$ cat config.mk
export PLATFORM = sky130hd
export DESIGN_NAME = vita49_unpack_mc_flat
export DESIGN_NICKNAME = d
export VERILOG_FILES = /design/src/rtl/vita49_pkg.sv /design/src/rtl/vita49_unpack_mc_if.sv /design/src/rtl/vita49_in_reg.sv /design/src/rtl/vita49_unpack_mc.sv /design/src/flat_wrapper.sv
export SDC_FILE = /design/constraint.sdc
export NUM_CORES = 1
export LEC_CHECK = 0
export BUFFER_PORTS_ARGS = -buffer_cell sky130_fd_sc_hd__buf_2
export CAP_MARGIN = 20
export CORE_AREA = 2 2 224 226
export DETAILED_ROUTE_END_ITERATION = 8
export DIE_AREA = 0 0 226 228
export PLACE_DENSITY = 0.89
export SLEW_MARGIN = 20
export SYNTH_ARGS = -nofsm -noshare
export SYNTH_HDL_FRONTEND = slang
export SYNTH_SLANG_ARGS = --single-unit
$ cat constraint.sdc
create_clock -name AXIS_ACLK -period 18.1 [get_ports AXIS_ACLK]
set_input_delay 0 -clock AXIS_ACLK [delete_from_list [all_inputs] [get_ports AXIS_ACLK]]
set_output_delay 0 -clock AXIS_ACLK [all_outputs]
set_load 0.005 [all_outputs]
$ cat src/rtl/vita49_pkg.sv
// rtl/vita49_pkg.sv - shared types, header field positions and helpers for the VITA-49 unpacker
// Purpose : FSM state encoding, IF-data header bit positions, header-length helpers.
// Ports   : none (package).
package vita49_pkg;

  typedef enum logic [3:0] {
    ST_INIT, ST_HDR, ST_SID, ST_CID0, ST_CID1,
    ST_TSI, ST_TSF0, ST_TSF1, ST_PAYLOAD, ST_DROP
  } state_t;

  localparam int HDR_TYPE_HI = 31;
  localparam int HDR_TYPE_LO = 28;
  localparam int HDR_C       = 27;
  localparam int HDR_T       = 26;
  localparam int HDR_TSI_HI  = 23;
  localparam int HDR_TSI_LO  = 22;
  localparam int HDR_TSF_HI  = 21;
  localparam int HDR_TSF_LO  = 20;
  localparam int HDR_CNT_HI  = 19;
  localparam int HDR_CNT_LO  = 16;
  localparam int HDR_SIZE_HI = 15;
  localparam int HDR_SIZE_LO = 0;

  localparam logic [3:0] PKT_TYPE_IFDATA = 4'b0001;

  // Words in front of the payload: header + stream ID, optional 2-word class ID,
  // 1-word integer timestamp, 2-word fractional timestamp.
  function automatic logic [15:0] hdr_len(input logic c, input logic tsi_nz, input logic tsf_nz);
    return 16'd2 + (c ? 16'd2 : 16'd0) + (tsi_nz ? 16'd1 : 16'd0) + (tsf_nz ? 16'd2 : 16'd0);
  endfunction

  // Next state once the class ID (or its absence) has been dealt with.
  function automatic state_t after_cid(input logic tsi_nz, input logic tsf_nz);
    if (tsi_nz)      return ST_TSI;
    else if (tsf_nz) return ST_TSF0;
    else             return ST_PAYLOAD;
  endfunction

endpackage

$ cat src/rtl/vita49_unpack_mc_if.sv
// rtl/vita49_unpack_mc_if.sv - AXI-Stream bundle used on both sides of the unpacker
// Purpose : groups TDATA/TDEST/TVALID/TLAST/TREADY of one stream.
// Ports   : master drives TDATA, TDEST, TVALID, TLAST and samples TREADY;
//           slave samples TDATA, TVALID, TLAST and drives TREADY (no TDEST on input).
interface vita49_unpack_mc_if #(
  parameter int DEST_W = 2
);
  logic [31:0]       TDATA;
  logic [DEST_W-1:0] TDEST;
  logic              TVALID;
  logic              TLAST;
  logic              TREADY;

  modport master (output TDATA, output TDEST, output TVALID, output TLAST, input TREADY);
  modport slave  (input TDATA, input TVALID, input TLAST, output TREADY);
endinterface

$ cat src/rtl/vita49_in_reg.sv
// rtl/vita49_in_reg.sv - one-entry AXI-Stream input register
// Purpose : holds one word (data, last) until the consumer takes it.
// Ports   : clk/rst (async high), clr sync flush, s_* upstream handshake,
//           consume from the consumer, q_* registered word.
module vita49_in_reg (
  input  logic        clk,
  input  logic        rst,
  input  logic        clr,
  input  logic [31:0] s_data,
  input  logic        s_valid,
  input  logic        s_last,
  output logic        s_ready,
  input  logic        consume,
  output logic        q_valid,
  output logic [31:0] q_data,
  output logic        q_last
);

  // Refill in the same cycle the held word leaves, so a steady stream runs at one word per clock.
  assign s_ready = !q_valid || consume;

  always_ff @(posedge clk or posedge rst) begin
    if (rst) begin
      q_valid <= 1'b0;
      q_data  <= '0;
      q_last  <= 1'b0;
    end else if (clr) begin
      q_valid <= 1'b0;
    end else if (s_valid && s_ready) begin
      q_valid <= 1'b1;
      q_data  <= s_data;
      q_last  <= s_last;
    end else if (consume) begin
      q_valid <= 1'b0;
    end
  end

endmodule

$ cat src/rtl/vita49_unpack_mc.sv
// rtl/vita49_unpack_mc.sv - multi-stream VITA-49 IF-data unpacker
// Purpose : matches stream IDs against N_CH channels, strips header/CID/TSI/TSF/trailer,
//           forwards payload tagged with TDEST = channel, tracks order and size errors.
// Ports   : AXIS_ACLK, AXIS_ARESET (async high); s_axis word input; m_axis payload output;
//           trig/ctrl[0] start, ctrl[1] soft reset, ctrl[2] passthrough; stream_id/ch_en
//           channel table; status summary; seven saturating statistics counters.
module vita49_unpack_mc
  import vita49_pkg::*;
#(
  parameter int N_CH  = 4,
  parameter int CH_W  = 2,
  parameter int CNT_W = 32
) (
  input  logic                   AXIS_ACLK,
  input  logic                   AXIS_ARESET,
  vita49_unpack_mc_if.slave      s_axis,
  vita49_unpack_mc_if.master     m_axis,
  input  logic                   trig,
  input  logic [31:0]            ctrl,
  input  logic [32*N_CH-1:0]     stream_id,
  input  logic [N_CH-1:0]        ch_en,
  output logic [31:0]            status,
  output logic [CNT_W-1:0]       pkt_recv,
  output logic [CNT_W-1:0]       pkt_dropped,
  output logic [CNT_W-1:0]       pkt_size_err,
  output logic [CNT_W-1:0]       pkt_type_err,
  output logic [CNT_W-1:0]       pkt_order_err,
  output logic [CNT_W-1:0]       ts_order_err,
  output logic [CNT_W-1:0]       strm_id_err
);

  localparam int C_RECV = 0, C_DROP = 1, C_SIZE = 2, C_TYPE = 3, C_ORDER = 4, C_TS = 5, C_SID = 6;

  logic soft_rst, pass;
  assign soft_rst = ctrl[1];
  assign pass     = ctrl[2];
  logic unused_ctrl;
  assign unused_ctrl = &{1'b0, ctrl[31:3]};

  state_t            state_q, state_d;
  logic              in_valid, in_last, consume;
  logic [31:0]       in_data;
  logic [15:0]       words_left_q, words_left_d;
  logic              c_q, t_q, tsi_q, tsf_q;
  logic [3:0]        cnt_q;
  logic [CH_W-1:0]   ch_q;
  logic [3:0]        exp_cnt [N_CH];
  logic [31:0]       last_tsi [N_CH];
  logic [CNT_W-1:0]  cnt_r [7];
  logic [6:0]        cnt_inc;

  logic              m_valid_q, m_last_q;
  logic [31:0]       m_data_q;
  logic [CH_W-1:0]   m_dest_q;
  logic              out_free, out_push, out_last_d;
  logic [CH_W-1:0]   out_dest_d;
  logic              load_hdr, ch_load, upd_exp, upd_tsi;

  vita49_in_reg u_in_reg (
    .clk     (AXIS_ACLK),
    .rst     (AXIS_ARESET),
    .clr     (soft_rst),
    .s_data  (s_axis.TDATA),
    .s_valid (s_axis.TVALID),
    .s_last  (s_axis.TLAST),
    .s_ready (s_axis.TREADY),
    .consume (consume),
    .q_valid (in_valid),
    .q_data  (in_data),
    .q_last  (in_last)
  );

  // Stream-ID priority encoder: scanning downwards leaves the lowest matching index.
  logic            match;
  logic [CH_W-1:0] match_idx;
  always_comb begin
    match     = 1'b0;
    match_idx = '0;
    for (int k = N_CH - 1; k >= 0; k--) begin
      if (ch_en[k] && stream_id[32*k +: 32] == in_data) begin
        match     = 1'b1;
        match_idx = CH_W'(k);
      end
    end
  end

  logic [15:0] hdr_size;
  logic        hdr_c, hdr_t, hdr_tsi_nz, hdr_tsf_nz, wl_end, early_last;
  assign hdr_size   = in_data[HDR_SIZE_HI:HDR_SIZE_LO];
  assign hdr_c      = in_data[HDR_C];
  assign hdr_t      = in_data[HDR_T];
  assign hdr_tsi_nz = |in_data[HDR_TSI_HI:HDR_TSI_LO];
  assign hdr_tsf_nz = |in_data[HDR_TSF_HI:HDR_TSF_LO];
  assign wl_end     = (words_left_q == 16'd1);
  assign early_last = in_last && !wl_end;
  assign out_free   = !m_valid_q || m_axis.TREADY;

  logic   body, sid_drop;
  state_t nom_next;

  always_comb begin
    state_d      = state_q;
    words_left_d = words_left_q;
    consume      = 1'b0;
    out_push     = 1'b0;
    out_last_d   = 1'b0;
    out_dest_d   = ch_q;
    cnt_inc      = '0;
    load_hdr     = 1'b0;
    ch_load      = 1'b0;
    upd_exp      = 1'b0;
    upd_tsi      = 1'b0;
    body         = 1'b0;
    sid_drop     = 1'b0;
    nom_next     = state_q;
    if (pass) begin
      if (in_valid && out_free) begin
        consume    = 1'b1;
        out_push   = 1'b1;
        out_last_d = in_last;
        out_dest_d = '0;
      end
    end else begin
      unique case (state_q)
        ST_INIT: if (ctrl[0] && trig) state_d = ST_HDR;
        ST_HDR: if (in_valid) begin
          consume         = 1'b1;
          load_hdr        = 1'b1;
          cnt_inc[C_RECV] = 1'b1;
          words_left_d    = hdr_size - 16'd1;
          if (in_data[HDR_TYPE_HI:HDR_TYPE_LO] != PKT_TYPE_IFDATA) begin
            cnt_inc[C_TYPE] = 1'b1;
            cnt_inc[C_DROP] = 1'b1;
            state_d         = in_last ? ST_HDR : ST_DROP;
          end else if (hdr_size < hdr_len(hdr_c, hdr_tsi_nz, hdr_tsf_nz) + {15'd0, hdr_t}) begin
            cnt_inc[C_SIZE] = 1'b1;
            cnt_inc[C_DROP] = 1'b1;
            state_d         = in_last ? ST_HDR : ST_DROP;
          end else if (in_last) begin
            cnt_inc[C_SIZE] = 1'b1;
          end else begin
            state_d = ST_SID;
          end
        end
        ST_SID: if (in_valid) begin
          consume = 1'b1;
          body    = 1'b1;
          if (!match) begin
            cnt_inc[C_SID]  = 1'b1;
            cnt_inc[C_DROP] = 1'b1;
            sid_drop        = 1'b1;
          end else begin
            ch_load = 1'b1;
            upd_exp = 1'b1;
            if (cnt_q != exp_cnt[match_idx] + 4'd1) cnt_inc[C_ORDER] = 1'b1;
            nom_next = c_q ? ST_CID0 : after_cid(tsi_q, tsf_q);
          end
        end
        ST_CID0: if (in_valid) begin consume = 1'b1; body = 1'b1; nom_next = ST_CID1; end
        ST_CID1: if (in_valid) begin consume = 1'b1; body = 1'b1; nom_next = after_cid(tsi_q, tsf_q); end
        ST_TSI: if (in_valid) begin
          consume = 1'b1;
          body    = 1'b1;
          upd_tsi = 1'b1;
          if (in_data < last_tsi[ch_q]) cnt_inc[C_TS] = 1'b1;
          nom_next = tsf_q ? ST_TSF0 : ST_PAYLOAD;
        end
        ST_TSF0: if (in_valid) begin consume = 1'b1; body = 1'b1; nom_next = ST_TSF1; end
        ST_TSF1: if (in_valid) begin consume = 1'b1; body = 1'b1; nom_next = ST_PAYLOAD; end
        ST_PAYLOAD: begin
          nom_next = ST_PAYLOAD;
          if (in_valid && t_q && wl_end) begin
            // Trailer: swallowed, needs no output slot.
            consume = 1'b1;
            body    = 1'b1;
          end else if (in_valid && out_free) begin
            consume    = 1'b1;
            body       = 1'b1;
            out_push   = 1'b1;
            out_last_d = in_last || (words_left_q == (t_q ? 16'd2 : 16'd1));
          end
        end
        ST_DROP: if (in_valid) begin
          consume = 1'b1;
          if (in_last) state_d = ST_HDR;
        end
        default: state_d = ST_INIT;
      endcase
      // Common end-of-packet handling for every word after the header.
      if (body) begin
        words_left_d = words_left_q - 16'd1;
        if (sid_drop) begin
          state_d = in_last ? ST_HDR : ST_DROP;
        end else if (early_last) begin
          cnt_inc[C_SIZE] = 1'b1;
          state_d         = ST_HDR;
        end else if (wl_end) begin
          if (!in_last) cnt_inc[C_SIZE] = 1'b1;
          state_d = in_last ? ST_HDR : ST_DROP;
        end else begin
          state_d = nom_next;
        end
      end
    end
  end

  always_ff @(posedge AXIS_ACLK or posedge AXIS_ARESET) begin
    if (AXIS_ARESET) begin
      state_q      <= ST_INIT;
      words_left_q <= '0;
      {c_q, t_q, tsi_q, tsf_q} <= '0;
      cnt_q        <= '0;
      ch_q         <= '0;
      for (int k = 0; k < N_CH; k++) begin exp_cnt[k] <= 4'hF; last_tsi[k] <= '0; end
      for (int i = 0; i < 7; i++) cnt_r[i] <= '0;
    end else if (soft_rst) begin
      state_q      <= ST_INIT;
      words_left_q <= '0;
      {c_q, t_q, tsi_q, tsf_q} <= '0;
      cnt_q        <= '0;
      ch_q         <= '0;
      for (int k = 0; k < N_CH; k++) begin exp_cnt[k] <= 4'hF; last_tsi[k] <= '0; end
      for (int i = 0; i < 7; i++) cnt_r[i] <= '0;
    end else begin
      state_q      <= state_d;
      words_left_q <= words_left_d;
      if (load_hdr) begin
        {c_q, t_q, tsi_q, tsf_q} <= {hdr_c, hdr_t, hdr_tsi_nz, hdr_tsf_nz};
        cnt_q <= in_data[HDR_CNT_HI:HDR_CNT_LO];
      end
      if (ch_load) ch_q <= match_idx;
      if (upd_exp) exp_cnt[match_idx] <= cnt_q;
      if (upd_tsi) last_tsi[ch_q] <= in_data;
      for (int i = 0; i < 7; i++) begin
        if (cnt_inc[i] && cnt_r[i] != '1) cnt_r[i] <= cnt_r[i] + 1'b1;
      end
    end
  end

  always_ff @(posedge AXIS_ACLK or posedge AXIS_ARESET) begin
    if (AXIS_ARESET) begin
      m_valid_q <= 1'b0;
      m_last_q  <= 1'b0;
      m_data_q  <= '0;
      m_dest_q  <= '0;
    end else if (soft_rst) begin
      m_valid_q <= 1'b0;
      m_last_q  <= 1'b0;
      m_data_q  <= '0;
      m_dest_q  <= '0;
    end else if (out_push) begin
      m_valid_q <= 1'b1;
      m_last_q  <= out_last_d;
      m_data_q  <= in_data;
      m_dest_q  <= out_dest_d;
    end else if (m_axis.TREADY) begin
      m_valid_q <= 1'b0;
    end
  end

  assign m_axis.TVALID = m_valid_q;
  assign m_axis.TLAST  = m_last_q;
  assign m_axis.TDATA  = m_data_q;
  assign m_axis.TDEST  = m_dest_q;

  assign pkt_recv      = cnt_r[C_RECV];
  assign pkt_dropped   = cnt_r[C_DROP];
  assign pkt_size_err  = cnt_r[C_SIZE];
  assign pkt_type_err  = cnt_r[C_TYPE];
  assign pkt_order_err = cnt_r[C_ORDER];
  assign ts_order_err  = cnt_r[C_TS];
  assign strm_id_err   = cnt_r[C_SID];

  // Bit 2 summarises dropped packets.
  assign status = {ctrl[0], ctrl[1], ctrl[2], 1'b0, 20'h0,
                   |cnt_r[C_SIZE], |cnt_r[C_TYPE], |cnt_r[C_ORDER], |cnt_r[C_TS],
                   |cnt_r[C_SID], |cnt_r[C_DROP], 2'b00};

endmodule

$ cat src/flat_wrapper.sv
// flat-port wrapper written by rule: the top's interface ports become plain ports
module vita49_unpack_mc_flat import vita49_pkg::*;
#(
  parameter int N_CH  = 4,
  parameter int CH_W  = 2,
  parameter int CNT_W = 32
)
  (AXIS_ACLK, AXIS_ARESET, trig, ctrl, stream_id, ch_en, status, pkt_recv, pkt_dropped, pkt_size_err, pkt_type_err, pkt_order_err, ts_order_err, strm_id_err, s_axis_TDATA, s_axis_TVALID, s_axis_TLAST, s_axis_TREADY, m_axis_TDATA, m_axis_TDEST, m_axis_TVALID, m_axis_TLAST, m_axis_TREADY);
  vita49_unpack_mc_if #(.DEST_W(2)) s_axis_i ();
  vita49_unpack_mc_if #(.DEST_W(2)) m_axis_i ();
  input  logic AXIS_ACLK;
  input  logic AXIS_ARESET;
  input  logic trig;
  input  logic [31:0] ctrl;
  input  logic [32*N_CH-1:0] stream_id;
  input  logic [N_CH-1:0] ch_en;
  output logic [31:0] status;
  output logic [CNT_W-1:0] pkt_recv;
  output logic [CNT_W-1:0] pkt_dropped;
  output logic [CNT_W-1:0] pkt_size_err;
  output logic [CNT_W-1:0] pkt_type_err;
  output logic [CNT_W-1:0] pkt_order_err;
  output logic [CNT_W-1:0] ts_order_err;
  output logic [CNT_W-1:0] strm_id_err;
  input wire logic [$bits(s_axis_i.TDATA)-1:0] s_axis_TDATA;
  input wire logic [$bits(s_axis_i.TVALID)-1:0] s_axis_TVALID;
  input wire logic [$bits(s_axis_i.TLAST)-1:0] s_axis_TLAST;
  output wire logic [$bits(s_axis_i.TREADY)-1:0] s_axis_TREADY;
  output wire logic [$bits(m_axis_i.TDATA)-1:0] m_axis_TDATA;
  output wire logic [$bits(m_axis_i.TDEST)-1:0] m_axis_TDEST;
  output wire logic [$bits(m_axis_i.TVALID)-1:0] m_axis_TVALID;
  output wire logic [$bits(m_axis_i.TLAST)-1:0] m_axis_TLAST;
  input wire logic [$bits(m_axis_i.TREADY)-1:0] m_axis_TREADY;
  assign s_axis_i.TDATA = s_axis_TDATA;
  assign s_axis_i.TVALID = s_axis_TVALID;
  assign s_axis_i.TLAST = s_axis_TLAST;
  assign s_axis_TREADY = s_axis_i.TREADY;
  assign m_axis_TDATA = m_axis_i.TDATA;
  assign m_axis_TDEST = m_axis_i.TDEST;
  assign m_axis_TVALID = m_axis_i.TVALID;
  assign m_axis_TLAST = m_axis_i.TLAST;
  assign m_axis_i.TREADY = m_axis_TREADY;
  vita49_unpack_mc #(.N_CH(N_CH), .CH_W(CH_W), .CNT_W(CNT_W)) u_core (.AXIS_ACLK(AXIS_ACLK), .AXIS_ARESET(AXIS_ARESET), .s_axis(s_axis_i), .m_axis(m_axis_i), .trig(trig), .ctrl(ctrl), .stream_id(stream_id), .ch_en(ch_en), .status(status), .pkt_recv(pkt_recv), .pkt_dropped(pkt_dropped), .pkt_size_err(pkt_size_err), .pkt_type_err(pkt_type_err), .pkt_order_err(pkt_order_err), .ts_order_err(ts_order_err), .strm_id_err(strm_id_err));
endmodule
# Yosys cells after proc, flatten, opt, wreduce, memory -nomap -nowiden
# Index checks and enable logic that the tools add are counted.
[word_totals]
register_bits = 468
input_bits = 202
out_inout_bits = 293
elab_cells = 290
[op_classes]
n_addsub = 14
magnitude_cmp = 6
n_eq_ne = 39
muxes = 143
n_bitwise = 3
reduce_logical = 55
[ops]
columns = ["cell", "n"]
rows = [
  ["$mux 32", 12],
  ["$mux 128", 2],
  ["$add 32x1->32 const B", 7],
  ["$mux 224", 1],
  ["$ne 32x32->1 const B", 7],
  ["$reduce_or 32->1", 6],
  ["$bwmux 128", 1],
  ["$eq 32x32->1", 4],
  ["$mux 4", 30],
  ["$mux 16", 7],
  ["$mux 1", 65],
  ["$bmux 32 s2", 1],
  ["$demux 32 s2", 1],
  ["$ne 7x5->1 const B", 6],
  ["$add 16x16->16", 2],
  ["$lt 32x32->1", 1],
  ["$sub 16x1->16 const B", 2],
  ["$mux 2", 14],
  ["$pmux 4 s7", 1],
  ["$reduce_bool 2->1", 11],
  ["$logic_and 1x1->1", 19],
  ["$add 16x1->16", 1],
  ["$add 2x16->16 const A", 1],
  ["$bwmux 16", 1],
  ["37 further kinds", 57],
]

# Logic depth before layout (Yosys ltp)
# Gate-level depths: netlist (run 1).
[depth]
word_depth = 20
mapped_depth = 19
mapped_depth_nobuf = 17

# Cells and area by module
# Synthesis (run 1) repeated with hierarchy kept, for this count alone.
[unflattened]
cells_unflattened = 2934
area_unflattened_um2 = 26491.7
[by_module_without_submodules]
columns = ["mod", "instances", "cells_each", "area_per_inst_um2", "seq_area_each_um2"]
rows = [
  ["vita49_unpack_mc", 1, 2858, 25187.9, 10880.4],
  ["vita49_in_reg", 1, 76, 1303.8, 850.8],
]

# Least setup slack after synthesis (run 1)
# No wires, ideal clock.
[synth_path]
kind = "register to register"
from = "reg u_core.ch_q[0]"
to = "reg u_core.cnt_r (netlist bit u_core.ts_order_err[12])"
arrival_ns = 4.261
path_slack_ns = 13.707
stages_incl_launch_ff = 18
synth_period_minus_slack_ns = 4.393
path_cell_list = "dfrtp_1 -> buf_1 -> buf_1 -> mux4_2 -> inv_1 -> ha_1 -> a21o_1 -> a21o_1 -> a21o_1 -> a21o_1 -> a21o_1 -> a21o_1 -> a221oi_1 -> o211ai_1 -> clkbuf_1 -> nor3_1 -> xnor2_1 -> nor2_1"
[synth_between]
elab_chain_len = 11
[synth_lines]
columns = ["item", "line_no", "source"]
rows = [
  ["start, declared", "vita49_unpack_mc.sv:46", "logic [CH_W-1:0] ch_q;"],
  ["start signal, assigned", "vita49_unpack_mc.sv:231", "if (ch_load) ch_q <= match_idx;"],
  ["$not 2->3 (not written as such)", "vita49_unpack_mc.sv:165", "if (in_data < last_tsi[ch_q]) cnt_inc[C_TS] = 1'b1;"],
  ["$bmux 32 s2", "vita49_unpack_mc.sv:165", ""],
  ["$mux 32 (not written as such) (2 in series)", "vita49_unpack_mc.sv:165", ""],
  ["$lt 32x32->1", "vita49_unpack_mc.sv:165", ""],
  ["$mux 1", "vita49_unpack_mc.sv:165", ""],
  ["$mux 1", "vita49_unpack_mc.sv:161", "ST_TSI: if (in_valid) begin"],
  ["$mux 1", "vita49_unpack_mc.sv:124", "unique case (state_q)"],
  ["$mux 7", "vita49_unpack_mc.sv:116", "if (pass) begin"],
  ["$logic_and 1x1->1", "vita49_unpack_mc.sv:235", "if (cnt_inc[i] && cnt_r[i] != '1) cnt_r[i] <= cnt_r[i] + 1'b1;"],
  ["$reduce_bool 2->1 (no source line)", "--", ""],
  ["end, declared", "vita49_unpack_mc.sv:49", "logic [CNT_W-1:0] cnt_r [7];"],
]
# Every way passes these cells. The select of a mux whose other input is x is not followed.
# A chain may end at the register's enable or synchronous reset.

# Worst setup path after layout (run 1)
[layout_path]
from = "reg u_core.u_in_reg.q_data[10]"
to = "reg u_core.cnt_r (netlist bit u_core.pkt_order_err[12])"
[layout_between]
elab_chain_len = 19
word_cells_on_any_way = 29
classes_between = "add/sub: 1; eq/ne: 5; mux: 16; bitwise: 1; reduce/logical: 6"
[layout_lines]
columns = ["item", "line_no", "source"]
rows = [
  ["start, declared", "vita49_in_reg.sv:15", "output logic [31:0] q_data,"],
  ["start signal, assigned", "vita49_in_reg.sv:31", "q_data <= s_data;"],
  ["$eq 32x32->1", "vita49_unpack_mc.sv:80", "if (ch_en[k] && stream_id[32*k +: 32] == in_data) begin"],
  ["$logic_and 1x1->1", "vita49_unpack_mc.sv:80", ""],
  ["$mux 2 (4 in series)", "vita49_unpack_mc.sv:80", ""],
  ["$not 2->3 (not written as such)", "vita49_unpack_mc.sv:155", "if (cnt_q != exp_cnt[match_idx] + 4'd1) cnt_inc[C_ORDER] = 1'b1;"],
  ["$bmux 4 s2", "vita49_unpack_mc.sv:155", ""],
  ["$mux 4 (not written as such) (2 in series)", "vita49_unpack_mc.sv:155", ""],
  ["$add 4x1->4", "vita49_unpack_mc.sv:155", ""],
  ["$ne 4x4->1", "vita49_unpack_mc.sv:155", ""],
  ["$mux 1", "vita49_unpack_mc.sv:155", ""],
  ["$mux 1 (*)", "vita49_unpack_mc.sv:148", "if (!match) begin"],
  ["$mux 1 (*)", "vita49_unpack_mc.sv:145", "ST_SID: if (in_valid) begin"],
  ["$mux 1 (*)", "vita49_unpack_mc.sv:124", ""],
  ["$mux 7 (*)", "vita49_unpack_mc.sv:116", ""],
  ["$logic_and 1x1->1 (*)", "vita49_unpack_mc.sv:235", ""],
  ["$reduce_bool 2->1 (no source line) (*)", "--", ""],
]
# Mark *: on every way between the ends. The rest lies on a longest branch, timed or not. The select of a mux whose other input is x is not followed.

==> flow_summary.json, run 1 <==
{
  "grt_antenna_before_repair": 8,
  "end_kind": "flip-flop",
  "ctsRootBufferMaster": "clkbuf_16",
  "grt_pass1_wl_um": 139000,
  "initial_utilization_pct": 54.2,
  "max_stage_delay_ns": 0.93,
  "max_freq_mhz": 170,
  "powerDensity_nw_per_um2": 83.3,
  "postLayoutCellArea_um2": 31600,
  "fill_cells": 3721,
  "syn_area_per_cell_um2": 8.83,
  "cts_resized": 0,
  "crit_path_top_delay_cell": "xnor2_1",
  "final_cell_mix": "nand2_1 (500), dfrtp_1 (451), buf_2 (441)",
  "ys_warn_count": 0,
  "rsz0062_at_grt": "no",
  "io-pin-count": 495,
  "setup_viol": 0,
  "clk_pin_slew_worst_paths_ns": 0.06,
  "crit_chain": "xnor2_1 > nand4_1 > nor4_1 > nand3_1 > nand2_1 > o21ai_0 > or2_2 > ha_1 > xor2_1 > and3_1 > a211oi_2 > a211o_1 > a31o_2 > a21oi_1",
  "synth_cell_types": 72,
  "wl_um": 89600,
  "rows": 82,
  "async_flop_share_pct": 100,
  "relSlewSlack_pct": 18.9,
  "dr.pass1.iters": 8,
  "clk_latency_ns": 0.62,
  "final_hold_viol_count": 0,
  "final_antenna_net_count": 0,
  "gr-total-overflow": 0,
  "yosysSeqAreaShare_pct": 43.8,
  "fin_setup_tns_ns": 0,
  "dpl-instance-area_um2": 29400,
  "die_w_um": 226,
  "die_h_um": 228,
  "grt_pass1_vias": 25200,
  "outcome": "finished clean",
  "path_class": "flip-flop to flip-flop",
  "grt_max_degree": 164,
  "cts_tree": "built",
  "drive_gt1_share_pct": 19.7,
  "track_usage_pct": 34.5,
  "vias_per_cell": 6.21,
  "synth_edf_count": 0,
  "cts_max_level": 2,
  "synthFlopType": "dfrtp_1",
  "dp_hpwl_um": 58300,
  "cp-start-kind": "flip-flop",
  "ir_drop_mv": 0.0702,
  "fin_worst_skew_ns": 0.0421,
  "ys_ff_latch": 468,
  "maxSlewViolCount": 0,
  "num_vias": 25700,
  "finalNetCount": 3686,
  "synthCells": 3032,
  "die-area_um2": 51500,
  "setup_ws_ns": 12.21,
  "synthesis.area_um2": 26800,
  "core_area_um2": 49300,
  "syn_to_final_growth_pct": 17.9,
  "drt_iter0_drc": 2831,
  "wire_per_inst_um": 21.6,
  "final_common_cell": "nand2_1",
  "numCtsBuffers": 50,
  "hold_class": "input pin to async pin",
  "crit_required_ns": 18.52,
  "cap_violations": 0,
  "post-route-period-util_pct": 32.5,
  "utilization_pct": 64.0,
  "place_worst_setup_slack_ns": 12.69,
  "min_period_ns": 5.89,
  "clock-sinks": 468,
  "gp_congestion": 0.941,
  "cts.path.max_buffers": 3,
  "port-buffer-count": 442,
  "cp.arrival_ns": 6.31,
  "tightestPinTransition_ns": 1.21,
  "worstPathMaxFanout": 23,
  "drc_errors": 0,
  "power_leakage_nw": 13.7
}
report_power, final:
group,internal [mW],leakage (nW),total (mW),switching (mW)
clock,0.647,0.862,1.10,0.449
sequential,1.07,6.39,1.14,0.0715
combinational,0.140,6.46,0.394,0.254
total,1.86,13.7,2.63,0.774
cell usage after synthesis (all sizes together), types with 18 or more instances:
cell type	number	area share, %
or3	54	1.3
or4	18	0.50
nand3	85	1.6
dfrtp	452	42
xnor2	168	5.5
nor3	76	1.4
nor4	96	2.4
mux2	30	1.3
xor2	117	3.8
ha	55	2.6
inv	112	1.6
mux4	32	2.7
and3	41	0.96
a21oi	275	5.2
nand2	500	7.0
and4	30	0.98
o21ai	98	1.8
buf	60	1.4
nand4	93	2.2
a211o	18	0.59
clkbuf	142	2.0
nor2	264	3.7
logic make-up (layout without fill, tap and decap cells):
group / after synthesis / count (layout) / synth area share, %
xor gates and xnor gates: 285 / 285 / 9.33
AOI/OAI and AO/OA: 485 / 485 / 10.4
adders and majority gates: 55 / 55 / 2.57
buffers and inverters: 314 / 727 / 4.92
other: 1 / 28 / 0.0140
muxes: 71 / 71 / 4.29
and+or+nand+nor: 1353 / 1353 / 24.6
DFF: 468 / 468 / 43.8
metrics by stage:
stage	hold slack (ns)	power, mW	std cells
6_report	0.0579	2.63	4144
3_5_place_dp	0.189	1.51	4010
3_3_place_gp	0.183	1.50	4010
4_1_cts	0.102	2.60	4138
2_1_floorplan	0.0808	1.37	3054
5_1_grt	0.116	2.71	4143
flip-flops by register name, summed over array words and instances, names as in the netlist, 32 cells and up:
name / count
u_core.last_tsi: 128
u_core.m_axis.TDATA: 32
u_core.pkt_dropped: 32
u_core.pkt_order_err: 32
u_core.pkt_recv: 32
u_core.pkt_size_err: 32
u_core.pkt_type_err: 32
u_core.strm_id_err: 32
u_core.ts_order_err: 32
u_core.u_in_reg.q_data: 32
worst max-delay path: cells and delay by family (launching register included):
kind	cells	cell delay, ns
and+or+nand+nor	6	2.15
AOI/OAI and AO/OA	5	1.52
xor gates and xnor gates	2	1.08
DFF	1	0.69
adders and majority gates	1	0.22
area by class of cell:
cell class,count,area [um2],area share [%]
Sequential cell,468,11700,37.2
Inverter,112,428,1.36
Clock buffer,71,1490,4.73
Antenna cell,5,12.5,0.0396
Clock inverter,19,262,0.829
Tap cell,672,841,2.66
Multi-Input combinational cell,2272,13800,43.9
Timing Repair Buffer,525,2940,9.33
worst paths after layout:
path                                            startpoint                    endpoint  slack [ns]  depth (start not counted)
worst max-delay path            u_core.u_in_reg.q_data[10]    u_core.pkt_order_err[12]       12.21                         14
worst min-delay path                           AXIS_ARESET          u_core.pkt_recv[5]        0.06                          3
worst max register to register  u_core.u_in_reg.q_data[10]    u_core.pkt_order_err[12]       12.21                         14
worst min register to register      u_core.words_left_q[6]      u_core.words_left_q[6]        0.50                          1
max in group asynchronous                      AXIS_ARESET                u_core.tsi_q       15.59                          5
min in group AXIS_ACLK                    s_axis_TDATA[11]  u_core.u_in_reg.q_data[11]        0.15                          3
timing repair:
action                                 4_1_cts  5_1_grt
setup buffers                                0        0
endpoints found under the hold margin      234        0
hold buffers                                38        0
routing by layer:
metal | vias to the layer above | track usage [%] | share of wire, %
met5 | - | 1.04 | 0.11
met4 | 8 | 18.8 | 5.7
met3 | 415 | 14.0 | 14
met2 | 1762 | 51.8 | 45
met1 | 12300 | 42.1 | 36
li1 | 11300 | - | -
No activity file was read; power rests on OpenSTA's default activity.
==> inputs of run 2 (changes only) <==
- ABC_AREA: default -> 1
- CORE_AREA: 2 2 224 226 -> 2 2 238 240
- DIE_AREA: 0 0 226 228 -> 0 0 240 242
- PLACE_DENSITY: 0.89 -> 0.88
- clock period: 18.1 -> 4.8 ns (I/O delays scaled with it)
==> run 2 against run 1 <==
Net effect: clock skew hardly changed; first-iteration DRC count up 17%; sequential share of layout area down 2.4 points; combinational power grew to 5.9 times the previous value; power grew to 4.1 times the previous value; via count increased by 19%; critical endpoint is now u_core.pkt_dropped[25].
==> flow_summary.json, run 2 <==
{
  "final_cell_mix": "nand2_1 (809), inv_1 (585), dfrtp_1 (451)",
  "postLayoutCellArea_um2": 33700,
  "drc_errors": 0,
  "synthesis.area_um2": 28600,
  "cts.path.max_buffers": 3,
  "dr.pass1.iters": 6,
  "synth_mux_area_share_pct": 0.0699,
  "crit_path_top_delay_cell": "dfrtp_1",
  "p_switching_mw": 3.62,
  "async_flop_share_pct": 100,
  "synth-adder-area-share_pct": 2.40,
  "ys_ff_latch": 468,
  "wire_per_inst_um": 19.7,
  "grt_pass1_wl_um": 159000,
  "utilization_pct": 60.5,
  "dp_hpwl_um": 72800,
  "clk_latency_ns": 0.62,
  "drive_gt1_share_pct": 16.0,
  "yosysSeqAreaShare_pct": 41.0,
  "cap_violations": 0,
  "ctsRootBufferMaster": "clkbuf_16",
  "max_stage_delay_ns": 0.65,
  "r2r_cells": 23,
  "clk_pin_slew_worst_paths_ns": 0.06,
  "fin_worst_skew_ns": 0.0419,
  "syn_area_per_cell_um2": 7.27,
  "die_h_um": 242,
  "final_hold_viol_count": 0,
  "pwr-share-clk_pct": 37.8,
  "worstPathMaxFanout": 15,
  "min_period_ns": 4.45,
  "synth_edf_count": 0,
  "power_leakage_nw": 16.4,
  "power_frac_seq_pct": 40.7,
  "ys_top_cells_by_area": "dfrtp_1 (39%), nand2_1 (11%), inv_1 (7.7%), nor2_1 (5.6%), o21ai_0 (4.3%)",
  "core_area_um2": 55700,
  "gp_congestion": 1.03,
  "synth_top_family_by_area": "simple AND/OR/NAND/NOR gates",
  "port-buffer-count": 442,
  "track_usage_pct": 34.8,
  "rsz0062_at_grt": "no",
  "io-pin-count": 495,
  "p_int_mw": 7.13,
  "netlist.area_leader.share_pct": 39.5,
  "gr-total-overflow": 0,
  "final_common_cell": "nand2_1",
  "finalNonFillerCells": 5203,
  "place_inst": 5064,
  "synth_xor_area_share_pct": 2.11,
  "powerDensity_nw_per_um2": 318,
  "hold_class": "input pin to flip-flop",
  "comb_power_share_pct": 21.5,
  "max_freq_mhz": 225,
  "p_sw_share_pct": 33.7,
  "rows": 87,
  "cts_max_level": 2,
  "synth_commonest_cells": "nand2_1 (811), inv_1 (588), dfrtp_1 (452), nor2_1 (427), o21ai_0 (244)",
  "num_vias": 30500,
  "holdWs_ns": 0.0638,
  "relSlewSlack_pct": 22.9,
  "cts_tree": "built",
  "drt_iter0_drc": 3311,
  "post-route-period-util_pct": 92.6,
  "maxSlewViolCount": 0,
  "grt_antenna_before_repair": 4,
  "numCtsBuffers": 50,
  "vias_per_cell": 5.86,
  "syn_to_final_growth_pct": 17.8,
  "cp-start-kind": "flip-flop",
  "crit_required_ns": 5.33,
  "crit_chain": "inv_2 > ha_1 > inv_1 > ha_1 > inv_1 > ha_1 > a21boi_0 > o21a_1 > o21ai_0 > nand3_1 > nand2_1 > inv_1 > o21ai_2 > nand2_2 > nor2_1 > nand2_1 > inv_1 > nand4_2 > nor2_2 > nand2_1 > o21ai_1 > nand2_1 > nor2_1",
  "yosysMostFrequentCell": "nand2_1",
  "ir_drop_mv": 0.275,
  "ys_warn_count": 0,
  "synth_cell_types": 69,
  "finalNetCount": 4655,
  "power_mw": 10.7,
  "r2r_slack_ns": 0.35,
  "setup_viol": 0,
  "cp.arrival_ns": 4.97,
  "clock-sinks": 468,
  "largest_register_ffs": 128,
  "path_class": "flip-flop to flip-flop",
  "end_kind": "flip-flop",
  "die-area_um2": 58100,
  "wl_um": 103000,
  "outcome": "finished clean",
  "regMostFlops": "u_core.last_tsi",
  "synthCells": 3941,
  "synth_compound_area_share_pct": 14.2,
  "final_antenna_net_count": 0,
  "synth-simple-area-share_pct": 29.6,
  "grt_max_degree": 181,
  "dpl-instance-area_um2": 31600,
  "hold_depth": 4,
  "reg2reg_to": "u_core.pkt_dropped[25]",
  "grt_pass1_vias": 29000,
  "place_worst_setup_slack_ns": 0.434,
  "synthFlopType": "dfrtp_1",
  "initial_utilization_pct": 51.4,
  "synth_area_leader_cell": "dfrtp_1",
  "r2r-start": "u_core.u_in_reg.q_data[27]",
  "fill_cells": 4976,
  "fin_setup_tns_ns": 0,
  "min_from": "s_axis_TVALID",
  "hold_path_end": "u_core.u_in_reg.q_valid",
  "setup_ws_ns": 0.353,
  "die_w_um": 240,
  "tightestPinTransition_ns": 1.16
}
[run 2: cell count changes after synthesis, moves of 129 or more]
cell / before / now
nor2_1: 264 / 427
inv_1: 112 / 588
nand2_1: 500 / 811
nand3_1: 85 / 214
o21ai_0: 96 / 244
xnor2_1: 168 / 34
o22ai_1: 2 / 144
[run 2: cell type report]
cell class,instances,area [um2],share of cell area (%)
diodes,7,17.5,0.0519
multi-input cells,2732,14000,41.4
well taps,756,946,2.80
repair buffers,529,3030,8.98
clock inverters,30,303,0.897
inverters,617,2330,6.92
flip-flops and latches,468,11700,34.8
clock buffers,64,1400,4.14
[run 2: logic make-up after synthesis]
kind of cell,count (synthesis)
AND/OR/NAND/NOR,1890
buffers and inverters,763
AO/OA/AOI/OAI,693
flip-flops,468
XOR/XNOR,69
adder cells (fa/ha/maj),55
multiplexers,2
other,1
[run 2: repair_timing]
| item | in CTS | in global routing |
|---|---|---|
| setup buffers | 0 | 0 |
| setup endpoints to repair | 0 | 3 |
| hold buffers | 37 | 0 |
| hold endpoints to repair | 80 | 0 |
| resized for setup | 0 | 2 |
[run 2: metal layers]
layer | wire length [um] | track usage, % | up-vias
met1 | 38700 | 43.8 | 14300
met4 | 6810 | 20.4 | 4
met2 | 44800 | 53.2 | 1807
met3 | 12400 | 10.1 | 423
met5 | 30 | 0 | -
li1 | - | - | 14000
[run 2: worst max path at each step]
stage,startpoint,to,slack [ns],cells past startpoint
after global placement,u_core.u_in_reg.q_data[22],u_core.pkt_dropped[25],0.61,23
after detailed placement,u_core.u_in_reg.q_data[22],u_core.pkt_dropped[21],0.43,22
final,u_core.u_in_reg.q_data[27],u_core.pkt_dropped[25],0.35,23
after floorplan,AXIS_ARESET,u_core.c_q,-1.52,1
after global routing,u_core.u_in_reg.q_data[27],u_core.pkt_dropped[25],0.05,23
after CTS,u_core.u_in_reg.q_data[22],u_core.pkt_dropped[21],0.35,22
[run 2: worst max-delay path, delay by kind of cell (launching register included)]
kind / cells / cell delay, ns
buffers and inverters: 5 / 0.57
adder cells (fa/ha/maj): 3 / 0.91
AND/OR/NAND/NOR: 10 / 1.51
flip-flops: 1 / 0.65
AO/OA/AOI/OAI: 5 / 0.73
[run 2: power groups by stage]
stage / Combinational, mW / Clock, mW / Sequential, mW
after floorplan: 1.41 / 0 / 4.32
after global placement: 2.16 / 0 / 4.41
after detailed placement: 2.19 / 0 / 4.42
after CTS: 2.23 / 4.08 / 4.35
after global routing: 2.52 / 4.24 / 4.37
final: 2.31 / 4.06 / 4.37
